===== src/rtl/alu_exec_unit.sv =====
// Execute-stage ALU: single-cycle add/sub/and/or/shl plus a fixed-length
// iterative shift-add multiplier, behind a start/busy/done handshake.
module alu_exec_unit #(
  parameter int DATA_W = 16
) (
  input  logic              clk,
  input  logic              rst,
  input  logic              start,
  input  logic [2:0]        alu_ctrl,
  input  logic [DATA_W-1:0] src_a,
  input  logic [DATA_W-1:0] src_b,
  output logic              busy,
  output logic              done,
  output logic [DATA_W-1:0] result,
  output logic              zero,
  output logic [0:0]        fsm_state
);

  // Handshake: a request is accepted at a rising edge where start=1 and
  // busy=0; done pulses for one cycle when result/zero have been updated.

  localparam int CNT_W = (DATA_W > 1) ? $clog2(DATA_W) : 1;

  localparam logic [0:0] ST_IDLE = 1'b0;
  localparam logic [0:0] ST_MUL  = 1'b1;

  localparam logic [2:0] OP_ADD = 3'b000;
  localparam logic [2:0] OP_SUB = 3'b001;
  localparam logic [2:0] OP_AND = 3'b010;
  localparam logic [2:0] OP_OR  = 3'b011;
  localparam logic [2:0] OP_SHL = 3'b100;
  localparam logic [2:0] OP_MUL = 3'b101;

  localparam logic [CNT_W-1:0] CNT_LAST = CNT_W'(DATA_W - 1);

  logic [0:0]        state;
  logic [DATA_W-1:0] mcand;
  logic [DATA_W-1:0] mplr;
  logic [DATA_W-1:0] acc;
  logic [CNT_W-1:0]  cnt;

  logic [DATA_W-1:0] single_res;
  logic [DATA_W-1:0] acc_next;

  // Illegal codes fall into the default arm and produce zero.
  always_comb begin
    single_res = '0;
    case (alu_ctrl)
      OP_ADD:  single_res = src_a + src_b;
      OP_SUB:  single_res = src_a - src_b;
      OP_AND:  single_res = src_a & src_b;
      OP_OR:   single_res = src_a | src_b;
      OP_SHL:  single_res = src_a << src_b[CNT_W-1:0];
      default: single_res = '0;
    endcase
  end

  always_comb begin
    acc_next = acc;
    if (mplr[0]) acc_next = acc + mcand;
  end

  always_ff @(posedge clk) begin
    if (rst) begin
      state  <= ST_IDLE;
      done   <= 1'b0;
      result <= '0;
      zero   <= 1'b1;
      mcand  <= '0;
      mplr   <= '0;
      acc    <= '0;
      cnt    <= '0;
    end else begin
      done <= 1'b0;
      case (state)
        ST_IDLE: begin
          if (start) begin
            if (alu_ctrl == OP_MUL) begin
              mcand <= src_a;
              mplr  <= src_b;
              acc   <= '0;
              cnt   <= '0;
              state <= ST_MUL;
            end else begin
              result <= single_res;
              zero   <= (single_res == '0);
              done   <= 1'b1;
            end
          end
        end
        ST_MUL: begin
          // Always runs all DATA_W iterations so the stall length is fixed.
          acc   <= acc_next;
          mcand <= mcand << 1;
          mplr  <= mplr >> 1;
          cnt   <= cnt + CNT_W'(1);
          if (cnt == CNT_LAST) begin
            result <= acc_next;
            zero   <= (acc_next == '0);
            done   <= 1'b1;
            state  <= ST_IDLE;
          end
        end
        default: state <= ST_IDLE;
      endcase
    end
  end

  assign busy      = (state == ST_MUL);
  assign fsm_state = state;

endmodule


===== config.mk =====
export PLATFORM = sky130hd
export DESIGN_NAME = alu_exec_unit
export DESIGN_NICKNAME = d
export VERILOG_FILES = /design/src/rtl/alu_exec_unit.sv
export SDC_FILE = /design/constraint.sdc
export NUM_CORES = 1
export LEC_CHECK = 0
export ABC_AREA = 1
export ABC_CLOCK_PERIOD_IN_PS = 6000
export CAP_MARGIN = 25
export CORE_MARGIN = 2
export CORE_UTILIZATION = 35
export DETAILED_ROUTE_END_ITERATION = 6
export GPL_ROUTABILITY_DRIVEN = 0
export PLACE_DENSITY = 0.64
export SYNTH_ARGS = -nofsm -noshare
export SYNTH_HDL_FRONTEND = slang
export SYNTH_SLANG_ARGS = --single-unit

===== constraint.sdc =====
create_clock -name clk -period 6 [get_ports clk]
set_input_delay 1.5 -clock clk [delete_from_list [all_inputs] [get_ports clk]]
set_output_delay 1.5 -clock clk [all_outputs]
set_load 0.02 [all_outputs]

# [Word level (Yosys, flattened, before mapping)]
# Index checks and enable logic that the tools add are counted.
[op_classes] n_addsub=4 multipliers=0 div_mod_pow=0 order_cmp=0 n_eq_ne=10 shifts=1 muxes=30 bitwise=3 reduce_logical=5
[ops] cell="$mux W16" n=10
[ops] cell="$pmux W16 S2" n=4
[ops] cell="$pmux W16 S5" n=1
[ops] cell="$add A16 B16 Y16" n=2
[ops] cell="$logic_not A16 Y1" n=2
[ops] cell="$and A16 B16 Y16" n=1
[ops] cell="$or A16 B16 Y16" n=1
[ops] cell="$shl A16 B4 Y16" n=1
[ops] cell="$sub A16 B16 Y16" n=1
[ops] cell="$mux W1" n=9
[ops] cell="$mux W4" n=2
[ops] cell="$pmux W4 S2" n=1
[ops] cell="$eq A3 B2 Y1 const B" n=2
[ops] cell="$eq A3 B3 Y1 const B" n=2
[ops] cell="$ne A2 B2 Y1 const B" n=3
[ops] cell="$pmux W1 S2" n=3
[ops] cell="$add A4 B1 Y4 const B" n=1
[ops] cell="$eq A4 B4 Y1 const B" n=1
[ops] cell="$eq A3 B1 Y1 const B" n=1
[ops] cell="$logic_not A3 Y1" n=1
[ops] cell="$reduce_and A3 Y1" n=1
[ops] cell="$ne A2 B1 Y1 const B" n=1
[ops] cell="$reduce_and A2 Y1" n=1
[ops] cell="$not A1 Y1" n=1
[word_totals] register_bits=71 latchBits=0 mem_bits_rw=0 romBits=0 in_bits=38 output_inout_bits=20 elab_cells=61 memories=0

# [Logic depth before layout (Yosys ltp)]
# Gate-level depths: netlist of run 1.
[logic_depth] depth_word=6 depth_mapped=29 ltp_nobuf=27

# [Least setup slack after synthesis of run 1]
# OpenSTA, ideal clock, no wires.
[synth_timing] path_kind="input-to-reg" startpoint="in src_b[0]" endpoint="reg result[15]" setup_time_ps=110 arrival_ps=4204 t_required_ps=5890 slack_ps=1685 path_stages=23 n_path_buf=2 cell_sequence="buf_4 inv_2 buf_2 ha_1 inv_1 nor2_1 nand2_1 nor3_1 nand3_1 o21ai_0 xor2_1 ha_1 nand2_1 nor2_1 and2_1 a21oi_1 nand3_1 nand3_1 nand2_1 a21oi_1 nand2_1 nand3_1 inv_1"
[synth_via] elab_chain_len=5 word_cells_on_any_way=7 classes_between="add/sub: 2; shift: 1; mux: 4"
[synth_rtl] item="from (decl)" line="11" source="input logic [DATA_W-1:0] src_b,"
[synth_rtl] item="$sub A16 B16 Y16, or another cell as far along" line="50" source="OP_SUB: single_res = src_a - src_b;"
[synth_rtl] item="$pmux W16 S5 *" line="48" source="case (alu_ctrl)"
[synth_rtl] item="$mux W16 *" line="78" source="if (alu_ctrl == OP_MUL) begin"
[synth_rtl] item="$mux W16 *" line="77" source="if (start) begin"
[synth_rtl] item="$pmux W16 S2 *" line="75" source="case (state)"
[synth_rtl] item="to (signal assigned)" line="85" source="result <= single_res;"
[synth_rtl] item="to (signal assigned)" line="98" source="result <= acc_next;"
[synth_rtl] item="to (decl)" line="14" source="output logic [DATA_W-1:0] result,"
# Every way passes the cells marked *; elsewhere a longest branch is shown, timed or not. The select of a mux whose other input is x is not followed.
# A chain may end at the register's enable or synchronous reset.

# [Worst setup path in the final report of run 1]
[layout_timing] startpoint="in src_b[0]" endpoint="reg zero"
[layout_via] elab_chain_len=6 word_cells_on_any_way=10 classes_between="add/sub: 2; shift: 1; mux: 4; bitwise: 2; reduce/logical: 1"
[layout_rtl] item="$sub A16 B16 Y16, or another cell as far along" line="50"
[layout_rtl] item="$pmux W16 S5 *" line="48"
[layout_rtl] item="$logic_not A16 Y1 *" line="86" source="zero <= (single_res == '0);"
[layout_rtl] item="$mux W1 *" line="78"
[layout_rtl] item="$mux W1 *" line="77"
[layout_rtl] item="$pmux W1 S2 *" line="75"
[layout_rtl] item="to (signal assigned)" line="86"
[layout_rtl] item="to (signal assigned)" line="99" source="zero <= (acc_next == '0);"
[layout_rtl] item="to (decl)" line="15" source="output logic zero,"
# Marks and branches as above.

==> results.sh, run 1 <==
export IMPL_die_x_um=140
export IMPL_dpl_cell_count=1376
export IMPL_crit_type="primary input to register"
export IMPL_hold_slack_ns=0.475
export IMPL_tightest_slew_ns=0.963
export IMPL_clock_sinks=71
export IMPL_min_path_type="register to register"
export IMPL_antennaDiodeCount=0
export IMPL_yosysMostFrequentCell="nand2_1"
export IMPL_async_flop_share_pct=0
export IMPL_cap_viol_max_count=0
export IMPL_synth_commonest_cells="423 x nand2_1, 116 x inv_1, 106 x nand3_1, 82 x nor2_1, 71 x dfxtp_1"
export IMPL_hold_viol_final=0
export IMPL_worstSkewPairLatency_ns=0.34
export IMPL_synth_area_um2=6450
export IMPL_cp_start_kind="primary input"
export IMPL_antenna_found_initial=0
export IMPL_p_total_mw=1.57
export IMPL_ys_ff_latch=71
export IMPL_status="completed"
export IMPL_drt_drc_violations_left=0
export IMPL_yosysTopAreaCell="nand2_1"
export IMPL_grt_pass1_wl_mm=34.1
export IMPL_syn_nets=1198
export IMPL_clk_pin_slew_ns=0.06
export IMPL_crit_fanout=19
export IMPL_vias=7303
export IMPL_cts_resized=0
export IMPL_wl_per_cell_um=15.3
export IMPL_clock_skew_final_ns=0.00542
export IMPL_rows=49
export IMPL_layout_nets=1233
export IMPL_synth_warnings=0
export IMPL_drt_pass1_iterations=6
export IMPL_area_delta_synth_final_pct=16.2
export IMPL_power_density_nw_per_um2=210
export IMPL_setup_violations=0
export IMPL_post_route_period_util_pct=81.2
export IMPL_endpoint_kind="register"
export IMPL_syn_area_per_cell_um2=5.75
export IMPL_clockRootBuffer="clkbuf_16"
export IMPL_ys_seq_area_share_pct=22.0
export IMPL_fmax_mhz=205
export IMPL_initial_core_util_pct=35.8
export IMPL_postCtsSetupRepairBufs=0
export IMPL_arrival_ns=5.15
export IMPL_totalWireLength_mm=21.3
export IMPL_grt_max_degree=55
export IMPL_place_area_um2=7170
export IMPL_fin_setup_tns_ns=0
export IMPL_io_buffers=57
export IMPL_p_leak_nw=3.48
export IMPL_synthFlopType="dfxtp_1"
export IMPL_final_area_um2=7500
export IMPL_grt_pass1_vias=6629
export IMPL_grt_setup_unrepaired="false"
export IMPL_core_area_um2=18000
export IMPL_setup_slack_ns=1.13
export IMPL_antenna_left=0
export IMPL_gr_total_overflow=0
export IMPL_synth_edff_count=0
export IMPL_worstPathRequired_ns=6.28
export IMPL_die_area_um2=19500
export IMPL_period_needed_ns=4.87
export IMPL_io_pins=58
export IMPL_grt_usage_pct=21.7
export IMPL_final_util_pct=41.6
export IMPL_cts_buffers=9
export IMPL_stdcell_count=1392
export IMPL_synthCells=1123
export IMPL_cts_buffer_depth=2
export IMPL_drive_gt1_share_pct=5.07
export IMPL_dp_slack_ns=0.852
export IMPL_tritoncts="done"
export IMPL_first_iter_violations=739
export IMPL_dp_hpwl_mm=16.7
export IMPL_yosys_area_top_type_share_pct=24.6
export IMPL_postCtsHoldBufs=0
export IMPL_relSlewSlack_pct=35.7
export IMPL_drv_slew=0
export IMPL_peakVddDrop_uv=106
export IMPL_synth_distinct_cells=41
export IMPL_via_per_inst=5.25
export IMPL_dieHeight_um=140
export IMPL_synthTopCellsByArea="nand2_1 25%, dfxtp_1 22%, nand3_1 8.2%"
export IMPL_htree_levels=3
-- final timing paths --
check                                 to  startpoint  slack, ns  depth (start not counted)
worst max-delay path                zero    src_b[0]       1.13                         27
worst min-delay path            mplr[15]    mplr[15]       0.47                          2
worst max register to register      zero     mplr[0]       3.26                         12
worst min register to register  mplr[15]    mplr[15]       0.47                          2
-- cell usage in the layout (no fill, tap or decap), drive strengths merged --
cell / instances
nand3b: 3
o21ai: 50
maj3: 1
o21bai: 1
or2: 11
and2: 7
clkinv: 1
a31oi: 44
inv: 124
bufinv: 2
o211ai: 3
clkdlybuf4s50: 56
nand2b: 1
nor3: 6
a32oi: 1
clkinvlp: 2
o21a: 1
mux2i: 1
o41ai: 1
nor4: 1
buf: 9
xnor2: 4
fa: 2
o2111ai: 1
a21oi: 69
a21boi: 1
nand2: 428
nor2: 88
nand3: 108
xor2: 12
clkbuf: 10
nand4: 8
dfxtp: 71
ha: 35
-- sequential cells by signal, indices dropped and copies added, names as in the netlist --
signal  cells
cnt         4
result     16
busy        1
zero        1
done        1
mcand      16
mplr       16
acc        16
-- cells by family (layout without fill, tap and decap cells) --
group / Yosys count / after routing / synth area share (%)
mux: 1 / 1 / 0.155
xor+xnor: 16 / 16 / 2.17
simple gates: 661 / 661 / 42.9
fa+ha+maj: 38 / 38 / 7.56
flops: 71 / 71 / 22.0
buf+inv: 164 / 204 / 10.5
compound gates: 172 / 172 / 14.7
-- power breakdown --
| group | leakage (nW) | switching (mW) | internal [mW] |
|---|---|---|---|
| combinational | 2.74 | 0.301 | 0.166 |
| sequential | 0.578 | 0.0252 | 0.494 |
| clock | 0.155 | 0.211 | 0.377 |
| total | 3.48 | 0.536 | 1.04 |
-- worst max-delay path, cell delays in order --
cell and delay [ns]:
clkdlybuf4s50_1 0.39, buf_4 0.20, inv_2 0.28, ha_1 0.20, inv_1 0.05, nor2_1 0.13
nand2_1 0.09, nor3_1 0.21, nand3_1 0.18, nand2_1 0.11, xor2_1 0.15, inv_1 0.06
ha_1 0.36, nand2_1 0.12, nor2_1 0.22, nand3_1 0.14, nand3_1 0.09, nand2_1 0.05
nand3_1 0.06, nand2_1 0.08, nor2_1 0.10, nand3_1 0.07, nor2_1 0.08, nand2_1 0.05
nand2_1 0.05, nand2_1 0.04, nand2_1 0.08
-- final cells by class --
class                      count  area [µm²]
sequential                    71        1420
timing repair buffer          65         638
inverter                     123         462
multi-input combinational    888        4360
fill                        2019       10500
clock buffer                  10         239
clock inverter                 6        92.6
tap                          229         287
-- metal layers --
metal,wire length [µm],GRT usage [%]
met1,9290,28.1
met2,10000,37.1
met3,1310,2.72
met4,685,7.58
met5,0,0
Power figures use the tool's default switching activity.
==> inputs of run 2 (changes only) <==
ABC_CLOCK_PERIOD_IN_PS = 4000   (was 6000)
PLACE_DENSITY = 0.66   (was 0.64)
clock period = 4 ns   (was 6 ns; I/O delays follow)
==> run 2 against run 1 <==
Cell count rose by 2.3%. Clock power rose by 33%. Total power rose by 47%. Register-to-register slack got worse by 2.0 ns. Combinational power rose by 61%. Global-route usage barely moved. Critical path type unchanged. Utilization rose by 1.5 points. Clock skew barely moved. First-iteration DRC count fell by 13%.
==> results.sh, run 2 (same netlist as run 1, synthesis figures left out) <==
export IMPL_htree_levels=3
export IMPL_path_delay_family="simple AND/OR/NAND/NOR gates"
export IMPL_antenna_left=0
export IMPL_postCtsSetupRepairBufs=0
export IMPL_die_area_um2=19500
export IMPL_wl_per_cell_um=15.2
export IMPL_cp_start_kind="primary input"
export IMPL_cts_resized=0
export IMPL_final_area_um2=7780
export IMPL_cpMostUsedCell="nand2_1"
export IMPL_final_common_cell="nand2_1"
export IMPL_layout_nets=1265
export IMPL_gr_total_overflow=0
export IMPL_grt_pass1_wl_mm=34.3
export IMPL_endpoint_kind="register"
export IMPL_p_total_mw=2.31
export IMPL_peakVddDrop_uv=192
export IMPL_postCtsHoldBufs=0
export IMPL_crit_type="primary input to register"
export IMPL_vias=7429
export IMPL_setup_violations=0
export IMPL_via_per_inst=5.22
export IMPL_crit_fanout=3
export IMPL_io_buffers=57
export IMPL_antenna_found_initial=0
export IMPL_die_x_um=140
export IMPL_core_area_um2=18000
export IMPL_clk_pin_slew_ns=0.06
export IMPL_cts_buffer_depth=2
export IMPL_mostFrequentLayoutCells="422 x nand2_1, 116 x inv_1, 104 x nand3_1, 74 x nor2_1, 70 x dfxtp_1"
export IMPL_initial_core_util_pct=35.8
export IMPL_hold_viol_final=0
export IMPL_crit_chain="clkdlybuf4s50_1, nor2_2, inv_1, nor2_2, nand2_2, nor3_2, nand3_2, o41ai_2, xor2_1, ha_1, nand2_1, inv_1, a21oi_1, nand2_1, a21oi_2, nand3_1, nand3_2, nand2_1, a21oi_2, nand2_1, nand3_1, inv_1"
export IMPL_clock_sinks=71
export IMPL_worstPathRequired_ns=4.22
export IMPL_clock_skew_final_ns=0.00531
export IMPL_antennaDiodeCount=0
export IMPL_place_area_um2=7420
export IMPL_cap_viol_max_count=0
export IMPL_drt_pass1_iterations=6
export IMPL_grt_max_degree=54
export IMPL_p_leak_nw=3.64
export IMPL_area_delta_synth_final_pct=20.5
export IMPL_dieHeight_um=140
export IMPL_rows=49
export IMPL_fmax_mhz=267
export IMPL_tritoncts="done"
export IMPL_setup_slack_ns=0.258
export IMPL_worstSkewPairLatency_ns=0.33
export IMPL_crit_slowest_cell="clkdlybuf4s50_1"
export IMPL_io_pins=58
export IMPL_dp_hpwl_mm=17.0
export IMPL_drive_gt1_share_pct=8.79
export IMPL_power_density_nw_per_um2=297
export IMPL_drv_slew=0
export IMPL_grt_usage_pct=21.6
export IMPL_totalWireLength_mm=21.7
export IMPL_cp_slowest_stage_delay_ns=0.44
export IMPL_first_iter_violations=644
export IMPL_tightest_slew_ns=0.932
export IMPL_cp_num_buf_inv=4
export IMPL_clockRootBuffer="clkbuf_16"
export IMPL_period_needed_ns=3.74
export IMPL_fillers=1963
export IMPL_grt_pass1_vias=6651
export IMPL_status="completed"
export IMPL_drt_drc_violations_left=0
export IMPL_cts_buffers=9
export IMPL_register_area_um2=1420
export IMPL_dp_slack_ns=-0.212
export IMPL_hold_slack_ns=0.479
export IMPL_post_route_period_util_pct=93.5
export IMPL_arrival_ns=3.96
export IMPL_multi_input_area_um2=4420
export IMPL_min_path_type="register to register"
export IMPL_relSlewSlack_pct=37.8
run 2: layer usage:
metal | wire length [µm] | track usage (%) | vias to the layer above
li1 | - | - | 3781
met1 | 9900 | 28.9 | 3346
met2 | 10000 | 36.4 | 252
met3 | 1040 | 2.00 | 50
met4 | 708 | 7.74 | 0
met5 | 0 | 0 | -
run 2: tightest hold or removal path, delay by kind of cell, from the launching register on:
kind,cells,cell delay [ns]
compound gates,1,0.07
flops,1,0.31
simple gates,1,0.05
run 2: metrics by stage:
| step | std cells | TNS (ns) | utilization (%) |
|---|---|---|---|
| 2_1_floorplan | 1123 | 0 | - |
| 3_3_place_gp | 1407 | -0.451 | 41.1 |
| 3_5_place_dp | 1408 | -0.747 | 41.2 |
| 4_1_cts | 1424 | 0 | 42.8 |
| 5_1_grt | 1424 | -0.0254 | 43.1 |
| 6_report | 1424 | 0 | 43.1 |
run 2: report_power, final:
group | internal [mW] | switching [mW] | leakage [nW]
combinational | 0.281 | 0.468 | 2.92
clock | 0.480 | 0.302 | 0.142
sequential | 0.741 | 0.0367 | 0.578
total | 1.50 | 0.807 | 3.64
run 2: cell type report:
class | instances | area share (%)
Clock buffer | 10 | 2.94
Clock inverter | 6 | 0.788
Sequential cell | 71 | 18.3
Multi-Input combinational cell | 888 | 56.8
Timing Repair Buffer | 97 | 11.5
Inverter | 123 | 5.94
Tap cell | 229 | 3.68
run 2: path summary, 6_finish.rpt:
kind / slack, ns / startpoint / cells past startpoint / end
worst max-delay path: 0.26 / src_b[4] / 22 / result[15]
worst min register to register: 0.48 / mplr[5] / 2 / mplr[4]
worst min-delay path: 0.48 / mplr[5] / 2 / mplr[4]
worst max register to register: 1.30 / mplr[0] / 12 / zero
